==> src/rtl/inst_encoder.sv <==
// Two-stage valid/ready encoder: packs decoded RV32I fields plus a signed
// immediate into an instruction word, flagging immediates that do not fit.
module inst_encoder #(
   parameter int COUNT_W = 16
) (
   input  logic               clk,
   input  logic               rst_n,
   input  logic               in_valid,
   output logic               in_ready,
   input  logic [6:0]         in_opcode,
   input  logic [4:0]         in_rd,
   input  logic [4:0]         in_rs1,
   input  logic [4:0]         in_rs2,
   input  logic [2:0]         in_funct3,
   input  logic [6:0]         in_funct7,
   input  logic [31:0]        in_imm,
   output logic               out_valid,
   input  logic               out_ready,
   output logic [31:0]        out_inst,
   output logic               out_err,
   output logic [COUNT_W-1:0] enc_count,
   output logic [COUNT_W-1:0] err_count
);

   localparam logic [31:0] NOP = 32'h0000_0013;

   logic        s1_valid;
   logic [6:0]  s1_opcode;
   logic [4:0]  s1_rd, s1_rs1, s1_rs2;
   logic [2:0]  s1_funct3;
   logic [6:0]  s1_funct7;
   logic [31:0] s1_imm;

   logic        s1_adv, s2_adv;
   logic [31:0] enc_inst;
   logic        enc_err;
   logic        fit_i, fit_b, fit_j;

   assign s2_adv   = !out_valid || out_ready;
   assign s1_adv   = !s1_valid || s2_adv;
   assign in_ready = s1_adv;

   // Sign-extension checks: the top bits must all equal the format's sign bit.
   assign fit_i = (&s1_imm[31:11]) || !(|s1_imm[31:11]);
   assign fit_b = (&s1_imm[31:12]) || !(|s1_imm[31:12]);
   assign fit_j = (&s1_imm[31:20]) || !(|s1_imm[31:20]);

   always_comb begin
      enc_inst = NOP;
      enc_err  = 1'b1;
      case (s1_opcode)
         7'b0000011, 7'b1100111, 7'b0010011: begin
            if (s1_opcode == 7'b0010011 && (s1_funct3 == 3'b001 || s1_funct3 == 3'b101)) begin
               enc_inst = {s1_funct7, s1_imm[4:0], s1_rs1, s1_funct3, s1_rd, s1_opcode};
               enc_err  = |s1_imm[31:5];
            end else begin
               enc_inst = {s1_imm[11:0], s1_rs1, s1_funct3, s1_rd, s1_opcode};
               enc_err  = !fit_i;
            end
         end
         7'b0100011: begin
            enc_inst = {s1_imm[11:5], s1_rs2, s1_rs1, s1_funct3, s1_imm[4:0], s1_opcode};
            enc_err  = !fit_i;
         end
         7'b1100011: begin
            enc_inst = {s1_imm[12], s1_imm[10:5], s1_rs2, s1_rs1, s1_funct3,
                        s1_imm[4:1], s1_imm[11], s1_opcode};
            enc_err  = s1_imm[0] || !fit_b;
         end
         7'b1101111: begin
            enc_inst = {s1_imm[20], s1_imm[10:1], s1_imm[11], s1_imm[19:12], s1_rd, s1_opcode};
            enc_err  = s1_imm[0] || !fit_j;
         end
         7'b0110111, 7'b0010111: begin
            enc_inst = {s1_imm[31:12], s1_rd, s1_opcode};
            enc_err  = |s1_imm[11:0];
         end
         7'b0110011: begin
            enc_inst = {s1_funct7, s1_rs2, s1_rs1, s1_funct3, s1_rd, s1_opcode};
            enc_err  = 1'b0;
         end
         default: begin
            enc_inst = NOP;
            enc_err  = 1'b1;
         end
      endcase
      if (enc_err) enc_inst = NOP;
   end

   always_ff @(posedge clk or negedge rst_n) begin
      if (!rst_n) begin
         s1_valid  <= 1'b0;
         s1_opcode <= '0;
         s1_rd     <= '0;
         s1_rs1    <= '0;
         s1_rs2    <= '0;
         s1_funct3 <= '0;
         s1_funct7 <= '0;
         s1_imm    <= '0;
      end else if (s1_adv) begin
         s1_valid <= in_valid;
         if (in_valid) begin
            s1_opcode <= in_opcode;
            s1_rd     <= in_rd;
            s1_rs1    <= in_rs1;
            s1_rs2    <= in_rs2;
            s1_funct3 <= in_funct3;
            s1_funct7 <= in_funct7;
            s1_imm    <= in_imm;
         end
      end
   end

   always_ff @(posedge clk or negedge rst_n) begin
      if (!rst_n) begin
         out_valid <= 1'b0;
         out_inst  <= '0;
         out_err   <= 1'b0;
      end else if (s2_adv) begin
         out_valid <= s1_valid;
         if (s1_valid) begin
            out_inst <= enc_inst;
            out_err  <= enc_err;
         end
      end
   end

   // Counters saturate so a long self-test never wraps back to a small value.
   always_ff @(posedge clk or negedge rst_n) begin
      if (!rst_n) begin
         enc_count <= '0;
         err_count <= '0;
      end else if (out_valid && out_ready) begin
         if (out_err) begin
            if (err_count != {COUNT_W{1'b1}}) err_count <= err_count + 1'b1;
         end else begin
            if (enc_count != {COUNT_W{1'b1}}) enc_count <= enc_count + 1'b1;
         end
      end
   end

endmodule

==> config.mk <==
export PLATFORM = sky130hd
export DESIGN_NAME = inst_encoder
export DESIGN_NICKNAME = d
export VERILOG_FILES = /design/src/rtl/inst_encoder.sv
export SDC_FILE = /design/constraint.sdc
export NUM_CORES = 1
export LEC_CHECK = 0
export ABC_AREA = 1
export BUFFER_PORTS_ARGS = -buffer_cell sky130_fd_sc_hd__buf_4
export CAP_MARGIN = 0
export CORE_ASPECT_RATIO = 0.75
export CORE_MARGIN = 4
export CORE_UTILIZATION = 40
export DETAILED_ROUTE_END_ITERATION = 7
export GPL_TIMING_DRIVEN = 1
export HOLD_SLACK_MARGIN = 0.06
export PLACE_DENSITY = 0.6
export REMOVE_ABC_BUFFERS = 1
export SETUP_SLACK_MARGIN = 0.3
export SKIP_LAST_GASP = 1
export SYNTH_ARGS = -nofsm -noshare
export SYNTH_HDL_FRONTEND = slang
export SYNTH_SLANG_ARGS = --single-unit
==> constraint.sdc <==
create_clock -name clk -period 2.3 [get_ports clk]
set_input_delay 0.115 -clock clk [delete_from_list [all_inputs] [get_ports clk]]
set_output_delay 0.115 -clock clk [all_outputs]
set_load 0.01 [all_outputs]
==> flow_metrics.env, run 1 <==
export IMPL_clock_sinks=131
export IMPL_critPathKind="reg2reg"
export IMPL_fin_nets=1019
export IMPL_period_needed_ns=1.88
export IMPL_min_path_type="in2reg"
export IMPL_clockBufferDepth=2
export IMPL_start_kind="flop"
export IMPL_cts_setup_buffers=0
export IMPL_track_usage_pct=20.5
export IMPL_fmax_mhz=533
export IMPL_clkTransAtPathRegs_ns=0.05
export IMPL_required_ns=2.61
export IMPL_antenna_found_initial=0
export IMPL_timing_hold_violations_final=0
export IMPL_synthDistinctLibCells=33
export IMPL_r2r_slack_ns=0.42
export IMPL_ys_seq_area_share_pct=51.7
export IMPL_die_h_um=117
export IMPL_min_from="in_valid"
export IMPL_yosys_warnings=0
export IMPL_dieWidth_um=153
export IMPL_grt_overflow_total=0
export IMPL_power_density_nw_per_um2=763
export IMPL_grt_pass1_vias=5858
export IMPL_dp_hpwl_mm=13.0
export IMPL_drtIter0Drc=380
export IMPL_drive_above_1_share_pct=26.4
export IMPL_multi_input_area_um2=2750
export IMPL_fillers=1349
export IMPL_start_util_pct=41.3
export IMPL_synth_most_common_cell="nand2_1"
export IMPL_p_leak_nw=4.54
export IMPL_cp_end_kind="flop"
export IMPL_syn2layout_area_growth_pct=42.9
export IMPL_maxSlewHeadroom_pct=61.0
export IMPL_avgSynthCellArea_um2=8.59
export IMPL_synthTopCellsByCount="171 x nand2_1, 131 x dfrtp_1, 98 x nor2_1, 66 x inv_1, 57 x nand3_1"
export IMPL_synth_seq_cells=131
export IMPL_reg2reg_from="s1_opcode[6]"
export IMPL_ff_latch_area_um2=3280
export IMPL_port_buffer_count=134
export IMPL_rr_worst_depth=11
export IMPL_cts_tree="yes"
export IMPL_finalCritPeriodShare_pct=81.6
export IMPL_crit_path_max_fanout=13
export IMPL_die_area_um2=18000
export IMPL_setup_viol=0
export IMPL_stdcell_count=1166
export IMPL_worstSkewPairLatency_ns=0.42
export IMPL_cts_buffers=17
export IMPL_maxCapViolations=0
export IMPL_netlist_instances=738
export IMPL_rr_endpoint="out_err"
export IMPL_ys_top_cells_by_area="dfrtp_1 52%, nand2_1 10%, nor2_1 5.8%"
export IMPL_routed_via_density=4.95
export IMPL_gp_congestion=0.857
export IMPL_synth_top_area_share_pct=51.7
export IMPL_ir_drop_mv=0.543
export IMPL_grt_pass1_wl_mm=29.4
export IMPL_fin_total_pwr_mw=6.91
export IMPL_max_slew_worst_pin_slew_ns=0.584
export IMPL_synth_area_um2=6340
export IMPL_synth_async_sr_flop_share_pct=100
export IMPL_cts_root_buf="clkbuf_16"
export IMPL_hold_path_depth=3
export IMPL_hold_end="s1_valid"
export IMPL_ant_nets=0
export IMPL_fp_row_count=39
export IMPL_arrival_ns=2.19
export IMPL_synthFlopType="dfrtp_1"
export IMPL_insertedDiodeCount=0
export IMPL_slew_violations=0
export IMPL_outcome="completed"
export IMPL_grt_start_max_net_pins=58
export IMPL_core_area_um2=15400
export IMPL_rsz0062_at_grt="yes"
export IMPL_route_final_wire_length_mm=18.2
export IMPL_wl_per_cell_um=15.6
export IMPL_cts_htree_levels=4
export IMPL_drt_pass1_iter_count=5
export IMPL_crit_start="s1_opcode[6]"
export IMPL_synth_top_area_cell="dfrtp_1"
export IMPL_finalClockSkew_ns=0.00705
export IMPL_num_io_pins=135
export IMPL_route_detailed_drc=0
export IMPL_place_inst=1069
export IMPL_routed_via_count=5773
export IMPL_synth_edf_count=0
==> worst max-delay path by stage <==
stage / end / slack (ns) / depth (start not counted)
global route: out_err / 0.28 / 11
global placement: out_inst[9] / 0.35 / 13
finish: out_err / 0.42 / 11
CTS: out_inst[2] / 0.35 / 12
floorplan: s1_funct3[0] / -0.58 / 3
detailed placement: out_inst[2] / 0.21 / 12
==> cell type report <==
class | instances | area share, %
repair buffers | 213 | 20.3
multi-input cells | 513 | 30.4
inverters | 73 | 3.02
clock inverters | 7 | 1.57
flip-flops and latches | 131 | 36.2
clock buffers | 24 | 5.76
well taps | 205 | 2.83
==> power by group <==
part           switching (mW)  internal (mW)
Clock                   0.985           2.01
Sequential              0.236           2.55
Combinational           0.602          0.524
==> state kept, by name (all words and copies together) (netlist names) <==
register,count
s1_valid,1
err_count,16
out_inst,32
s1_imm,32
s1_funct3,3
enc_count,16
out_err,1
s1_opcode,7
out_valid,1
s1_rs1,5
s1_rd,5
s1_funct7,7
s1_rs2,5
==> critical path: stages, from the launching register on <==
cell,delay (ns)
dfrtp_1,0.43
nor2_1,0.20
nand3_1,0.22
nand2_8,0.19
nor2_1,0.07
nand2_2,0.08
nand3_1,0.12
nor2_4,0.15
buf_6,0.16
nand2_1,0.06
nand2_1,0.05
inv_1,0.03
==> per-layer routing <==
layer	vias up	global-route usage [%]	routed length [µm]
li1	2801	-	-
met4	0	5.00	198
met2	181	32.9	8410
met5	-	0	0
met1	2771	28.5	8500
met3	20	4.81	1040
==> cell usage in the layout (no fill, tap or decap), types with 2 or more instances in the layout <==
cell type / Yosys / routed
dlygate4sd3_1: 0 / 66
clkbuf_16: 0 / 17
nor2_2: 4 / 7
nor2_1: 98 / 93
o21ai_0: 25 / 25
buf_4: 0 / 140
a21oi_1: 42 / 42
clkinvlp_4: 0 / 3
nand3_1: 57 / 56
dfrtp_1: 131 / 131
nand2_1: 171 / 168
nor2_4: 1 / 3
buf_12: 0 / 5
nand2_4: 1 / 3
inv_1: 66 / 66
inv_2: 7 / 7
nand2_2: 6 / 6
xnor2_1: 9 / 9
a22oi_1: 4 / 4
xor2_1: 21 / 21
ha_1: 2 / 2
mux2_2: 32 / 32
bufinv_16: 0 / 4
o22ai_1: 2 / 2
nor3_1: 11 / 10
clkbuf_8: 0 / 7
nand3_2: 10 / 11
or2_2: 3 / 3
nand4_1: 8 / 8
==> kinds of logic after synthesis <==
logic type | Yosys count | share of synthesized area (%)
mux | 32 | 5.68
xor+xnor | 30 | 4.14
compound gates | 75 | 6.17
fa+ha+maj | 2 | 0.394
simple gates | 374 | 25.9
flops | 131 | 51.7
buf+inv | 94 | 6.02
==> stage by stage <==
stage	setup slack [ns]	hold slack [ns]	TNS [ns]	util [%]	instance area, µm²
final	0.423	0.170	0	58.9	9060
after global routing	0.283	0.192	0	58.9	9060
after CTS	0.345	0.162	0	58.4	8980
after detailed placement	0.212	0.155	0	49.8	7650
after global placement	0.350	0.143	0	49.8	7650
after floorplan	-0.582	-0.181	-31.58	-	6230
==> timing repair <==
action,CTS,global route
hold endpoints to repair,104,0
gates resized for setup,1,20
hold buffers,66,0
pin swaps,0,1
endpoints found under the setup margin,30,33
cloned,0,0
(Power assumes the default switching activity.)
==> inputs of run 2 (changes only) <==
PLACE_DENSITY = 0.62   (was 0.6)
clock period = 1.7 ns   (was 2.3 ns; I/O delays follow)
==> run 2 against run 1 <==
Against the previous run: clock power grew 34%; sequential cell count unchanged; sequential power up 37%; clock-buffer cell count decreased by 1; combinational power up 120%; clock skew increased by 0.00072 ns; power increased by 48%; cell count rose by 8.7%; non-clock buffer count rose by 100; fmax up 8.1%; the flow now finishes with violations (setup timing); first-iteration DRC count up 19%; highest routed layer unchanged; global-route usage grew 2.0 points.
==> flow_metrics.env, run 2 (synthesis gave the netlist of run 1 again) <==
export IMPL_outcome="complete, but fails checks"
export IMPL_violations="setup timing"
export IMPL_clockBufferDepth=2
export IMPL_whs_ns=0.0700
export IMPL_setup_viol=5
export IMPL_route_detailed_drc=0
export IMPL_grt_overflow_total=0
export IMPL_layout_commonest_cell="buf_4"
export IMPL_fillers=1155
export IMPL_die_area_um2=18000
export IMPL_route_final_wire_length_mm=20.9
export IMPL_max_slew_worst_pin_slew_ns=0.460
export IMPL_slew_violations=0
export IMPL_p_leak_nw=5.20
export IMPL_cts_root_buf="clkbuf_16"
export IMPL_fin_nets=1119
export IMPL_insertedDiodeCount=0
export IMPL_fp_row_count=39
export IMPL_drt_pass1_iter_count=5
export IMPL_layout_common_cells="210 x buf_4, 138 x nand2_1, 119 x dfrtp_1"
export IMPL_drive_above_1_share_pct=46.0
export IMPL_grt_start_max_net_pins=46
export IMPL_crit_path_max_fanout=6
export IMPL_dieWidth_um=153
export IMPL_fin_ws_ns=-0.0365
export IMPL_finalInstanceArea_um2=10600
export IMPL_start_util_pct=41.3
export IMPL_dp_hpwl_mm=13.5
export IMPL_cp_end_kind="flop"
export IMPL_gp_congestion=0.888
export IMPL_clkTransAtPathRegs_ns=0.06
export IMPL_reg_top3="out_inst x32, s1_imm x32"
export IMPL_maxSlewHeadroom_pct=69.4
export IMPL_core_area_um2=15400
export IMPL_ir_drop_mv=0.660
export IMPL_period_needed_ns=1.74
export IMPL_finalClockSkew_ns=0.00777
export IMPL_arrival_ns=2.09
export IMPL_worstSkewPairLatency_ns=0.42
export IMPL_timing_hold_violations_final=0
export IMPL_num_io_pins=135
export IMPL_cts_tree="yes"
export IMPL_cts_buffers=17
export IMPL_maxCapViolations=0
export IMPL_grt_pass1_vias=6137
export IMPL_rsz0062_at_grt="yes"
export IMPL_drtIter0Drc=454
export IMPL_required_ns=2.06
export IMPL_port_buffer_count=134
export IMPL_clock_sinks=131
export IMPL_track_usage_pct=22.5
export IMPL_power_density_nw_per_um2=964
export IMPL_post_dp_cell_area_um2=8160
export IMPL_final_util_pct=69.2
export IMPL_fmax_mhz=576
export IMPL_critPathKind="reg2reg"
export IMPL_routed_via_count=6224
export IMPL_ant_nets=0
export IMPL_finalCritPeriodShare_pct=102
export IMPL_die_h_um=117
export IMPL_wl_per_cell_um=16.5
export IMPL_cts_htree_levels=4
export IMPL_syn2layout_area_growth_pct=67.6
export IMPL_routed_via_density=4.91
export IMPL_min_path_type="in2reg"
export IMPL_antenna_found_initial=0
export IMPL_start_kind="flop"
export IMPL_grt_pass1_wl_mm=31.9
run 2: cell count changes in the layout (fill, tap and decap cells not counted), sizes merged:
cell and change:
dlygate4sd3 +1, bufbuf +1, clkinv +5, buf +94, clkinvlp -3, clkbuf +3
run 2: what timing repair did:
| action | in CTS | in global routing |
|---|---|---|
| hold buffers | 67 | 0 |
| buffers inserted | 12 | 16 |
| gates resized for setup | 116 | 117 |
| endpoints found under the hold margin | 197 | 0 |
| setup endpoints to repair | 91 | 125 |
| pin swaps | 27 | 34 |
| gates cloned | 2 | 3 |
run 2: worst max-delay path: stages, from the launching register on:
cell	delay, ns
dfrtp_2	0.46
nor2_4	0.15
nand2_4	0.09
nor2_2	0.14
nand2_2	0.10
nand2_2	0.11
buf_6	0.11
nor2_4	0.04
buf_8	0.14
o21ai_4	0.14
nand3_2	0.12
nand2_1	0.07
run 2: power by group:
group / leakage, nW / internal, mW / switching [mW]
registers: 1.56 / 3.46 / 0.345
clock network: 0.323 / 2.64 / 1.37
logic: 3.31 / 1.23 / 1.20
total: 5.20 / 7.34 / 2.91
run 2: stage by stage:
| step | setup WS [ns] | total power, mW | setup TNS [ns] | std cells |
|---|---|---|---|---|
| detailed placement | -0.230 | 5.46 | -0.902 | 1135 |
| floorplan | -1.18 | 4.51 | -88.19 | 717 |
| finish | -0.0365 | 10.2 | -0.102 | 1267 |
| global placement | -0.283 | 5.44 | -0.981 | 1135 |
| CTS | 0.0299 | 9.85 | 0 | 1248 |
| global route | -0.144 | 10.7 | -3.01 | 1267 |
run 2: path summary, 6_finish.rpt:
path / end / start / slack [ns] / cells after the start
min in group asynchronous: enc_count[6] / rst_n / 0.17 / 2
worst max register to register: out_inst[29] / s1_opcode[2] / -0.04 / 11
worst min register to register: out_inst[1] / out_inst[1] / 0.48 / 1
worst min-delay path: s1_valid / out_ready / 0.07 / 4
max in group asynchronous: s1_imm[9] / rst_n / 0.94 / 3
worst max-delay path: out_inst[29] / s1_opcode[2] / -0.04 / 11
run 2: cell type report:
class	count	area (µm²)	share of cell area (%)
Clock buffer	23	498	4.68
Clock inverter	9	149	1.40
Inverter	73	287	2.69
Multi-Input combinational cell	513	3380	31.7
Sequential cell	131	3290	31.0
Tap cell	205	256	2.41
Timing Repair Buffer	313	2770	26.1
run 2: layer usage:
| layer | vias up | GRT usage (%) | wire [µm] |
|---|---|---|---|
| met5 | - | 0 | 0 |
| met2 | 198 | 34.6 | 9600 |
| met3 | 29 | 5.07 | 1300 |
| met1 | 2989 | 32.3 | 9720 |
| met4 | 0 | 6.24 | 316 |
| li1 | 3008 | - | - |
==> inputs of run 3 (changes only) <==
clock period = 1.45 ns   (was 1.7 ns; I/O delays follow)
==> run 3 against run 2 <==
Against the previous run: the run still ends with setup timing left; first-iteration DRC count rose by 25%; worst hold slack improved by 0.081 ns; sequential cell count did not move; wire length rose by 29%; critical path type unchanged; largest cell class is now non-clock buffers.
==> flow_metrics.env, run 3 (synthesis gave the netlist of run 1 again) <==
export IMPL_dp_hpwl_mm=13.5
export IMPL_start_kind="flop"
export IMPL_worstSkewPairLatency_ns=0.43
export IMPL_route_detailed_drc=0
export IMPL_endpoint="out_err"
export IMPL_finalClockSkew_ns=0.0105
export IMPL_finalCritPeriodShare_pct=131
export IMPL_drtIter0Drc=569
export IMPL_ir_drop_mv=0.722
export IMPL_crit_path_max_fanout=7
export IMPL_reg_top3="out_inst x32, s1_imm x32"
export IMPL_routed_via_count=7171
export IMPL_port_buffer_count=134
export IMPL_cts_buffers=17
export IMPL_rsz0062_at_grt="yes"
export IMPL_combPwrFrac_pct=31.3
export IMPL_fin_nets=1230
export IMPL_layout_common_cells="240 x buf_4, 139 x nand2_1, 125 x dfrtp_1"
export IMPL_power_density_nw_per_um2=1060
export IMPL_clock_sinks=131
export IMPL_cp_slowest_cell="dfrtp_2"
export IMPL_rr_endpoint="out_err"
export IMPL_grt_pass1_vias=6843
export IMPL_drt_pass1_iter_count=5
export IMPL_period_needed_ns=1.90
export IMPL_p_switching_mw=3.96
export IMPL_power_share_sequential_pct=34.0
export IMPL_cts_htree_levels=4
export IMPL_finalInstanceArea_um2=12300
export IMPL_pwr_share_clk_pct=34.6
export IMPL_min_path_type="in2reg"
export IMPL_clkTransAtPathRegs_ns=0.06
export IMPL_antenna_found_initial=0
export IMPL_setup_viol=84
export IMPL_maxCapViolations=0
export IMPL_fin_ws_ns=-0.450
export IMPL_core_area_um2=15400
export IMPL_start_util_pct=41.3
export IMPL_swShare_pct=30.4
export IMPL_die_h_um=117
export IMPL_grt_pass1_wl_mm=35.9
export IMPL_path_delay_family="simple AND/OR/NAND/NOR gates"
export IMPL_track_usage_pct=25.5
export IMPL_crit_start="s1_opcode[5]"
export IMPL_final_util_pct=79.9
export IMPL_dieWidth_um=153
export IMPL_maxSlewHeadroom_pct=71.6
export IMPL_grt_start_max_net_pins=76
export IMPL_post_dp_cell_area_um2=8710
export IMPL_fmax_mhz=526
export IMPL_drive_above_1_share_pct=54.6
export IMPL_required_ns=1.77
export IMPL_layout_commonest_cell="buf_4"
export IMPL_die_area_um2=18000
export IMPL_wl_per_cell_um=19.5
export IMPL_cpPeakStageDelay_ns=0.48
export IMPL_cts_root_buf="clkbuf_16"
export IMPL_p_int_mw=9.07
export IMPL_timing_hold_violations_final=0
export IMPL_num_io_pins=135
export IMPL_worst_path_buf_inv=2
export IMPL_route_final_wire_length_mm=26.9
export IMPL_fp_row_count=39
export IMPL_cp_depth=11
export IMPL_ant_nets=0
export IMPL_max_slew_worst_pin_slew_ns=0.427
export IMPL_cp_end_kind="flop"
export IMPL_crit_chain="nor2_4 > nand3_1 > nand2_4 > nor2_1 > nand2_2 > nand3_2 > nor2_4 > buf_6 > nand2_2 > nand2_1 > inv_1"
export IMPL_grt_overflow_total=0
export IMPL_insertedDiodeCount=0
export IMPL_r2r_slack_ns=-0.45
export IMPL_outcome="complete, but fails checks"
export IMPL_rr_worst_depth=11
export IMPL_slew_violations=0
export IMPL_syn2layout_area_growth_pct=93.6
export IMPL_cts_tree="yes"
export IMPL_p_leak_nw=6.05
export IMPL_arrival_ns=2.22
export IMPL_gp_congestion=0.904
export IMPL_tns_ns=-15.89
export IMPL_clockBufferDepth=2
export IMPL_reg2reg_from="s1_opcode[5]"
export IMPL_violations="setup timing"
export IMPL_critPathKind="reg2reg"
export IMPL_routed_via_density=5.20
==> run 3: per-layer routing <==
metal,vias to the layer above,track usage (%),wire [µm]
met5,-,0,0
met4,0,5.47,965
met3,83,6.21,1740
met2,341,42.0,13300
met1,3508,34.9,11000
li1,3239,-,-
==> run 3: power groups by stage <==
| stage | combinational (mW) | sequential, mW | clock [mW] |
|---|---|---|---|
| after detailed placement | 2.30 | 4.37 | 0 |
| final | 4.08 | 4.43 | 4.51 |
| after global routing | 4.31 | 4.47 | 4.68 |
| after CTS | 3.14 | 4.35 | 4.49 |
| after global placement | 2.28 | 4.36 | 0 |
| after floorplan | 0.877 | 4.42 | 0 |
==> run 3: worst min-delay path by stage <==
stage	start	end	slack [ns]	depth (start not counted)
after floorplan	rst_n	enc_count[0]	-0.22	0
after global placement	rst_n	s1_rd[3]	0.08	2
after detailed placement	rst_n	s1_rd[3]	0.08	2
after CTS	out_ready	out_valid	0.1	5
after global routing	out_ready	out_valid	0.17	5
final	out_ready	out_valid	0.15	5
==> run 3: timing repair <==
item                       4_1_cts  5_1_grt
hold buffers                    65        0
setup endpoints to repair      160      161
cloned                          11        6
gates resized for setup        187      207
pin swaps                       37       56
hold endpoints to repair       195        0
buffers inserted                27       31
==> run 3: stage by stage <==
step	worst slack [ns]	total power, mW	hold WS [ns]	cells
6_report	-0.450	13.0	0.151	1378
5_1_grt	-0.515	13.5	0.166	1378
3_3_place_gp	-0.311	6.64	0.0814	1206
2_1_floorplan	-1.43	5.29	-0.223	717
3_5_place_dp	-0.308	6.67	0.0759	1206
4_1_cts	-0.287	12.0	0.0951	1341
==> run 3: cell type report <==
type / instances / area, µm²
Timing Repair Buffer: 424 / 4150
Multi-Input combinational cell: 513 / 3690
Sequential cell: 131 / 3290
Fill cell: 858 / 3090
Clock buffer: 20 / 457
Inverter: 73 / 282
Tap cell: 205 / 256
Clock inverter: 12 / 156
==> run 3: tightest hold or removal path: cells and delay by family <==
family	cells	cell delay (ns)
buffers and inverters	3	0.33
AND/OR/NAND/NOR	2	0.13
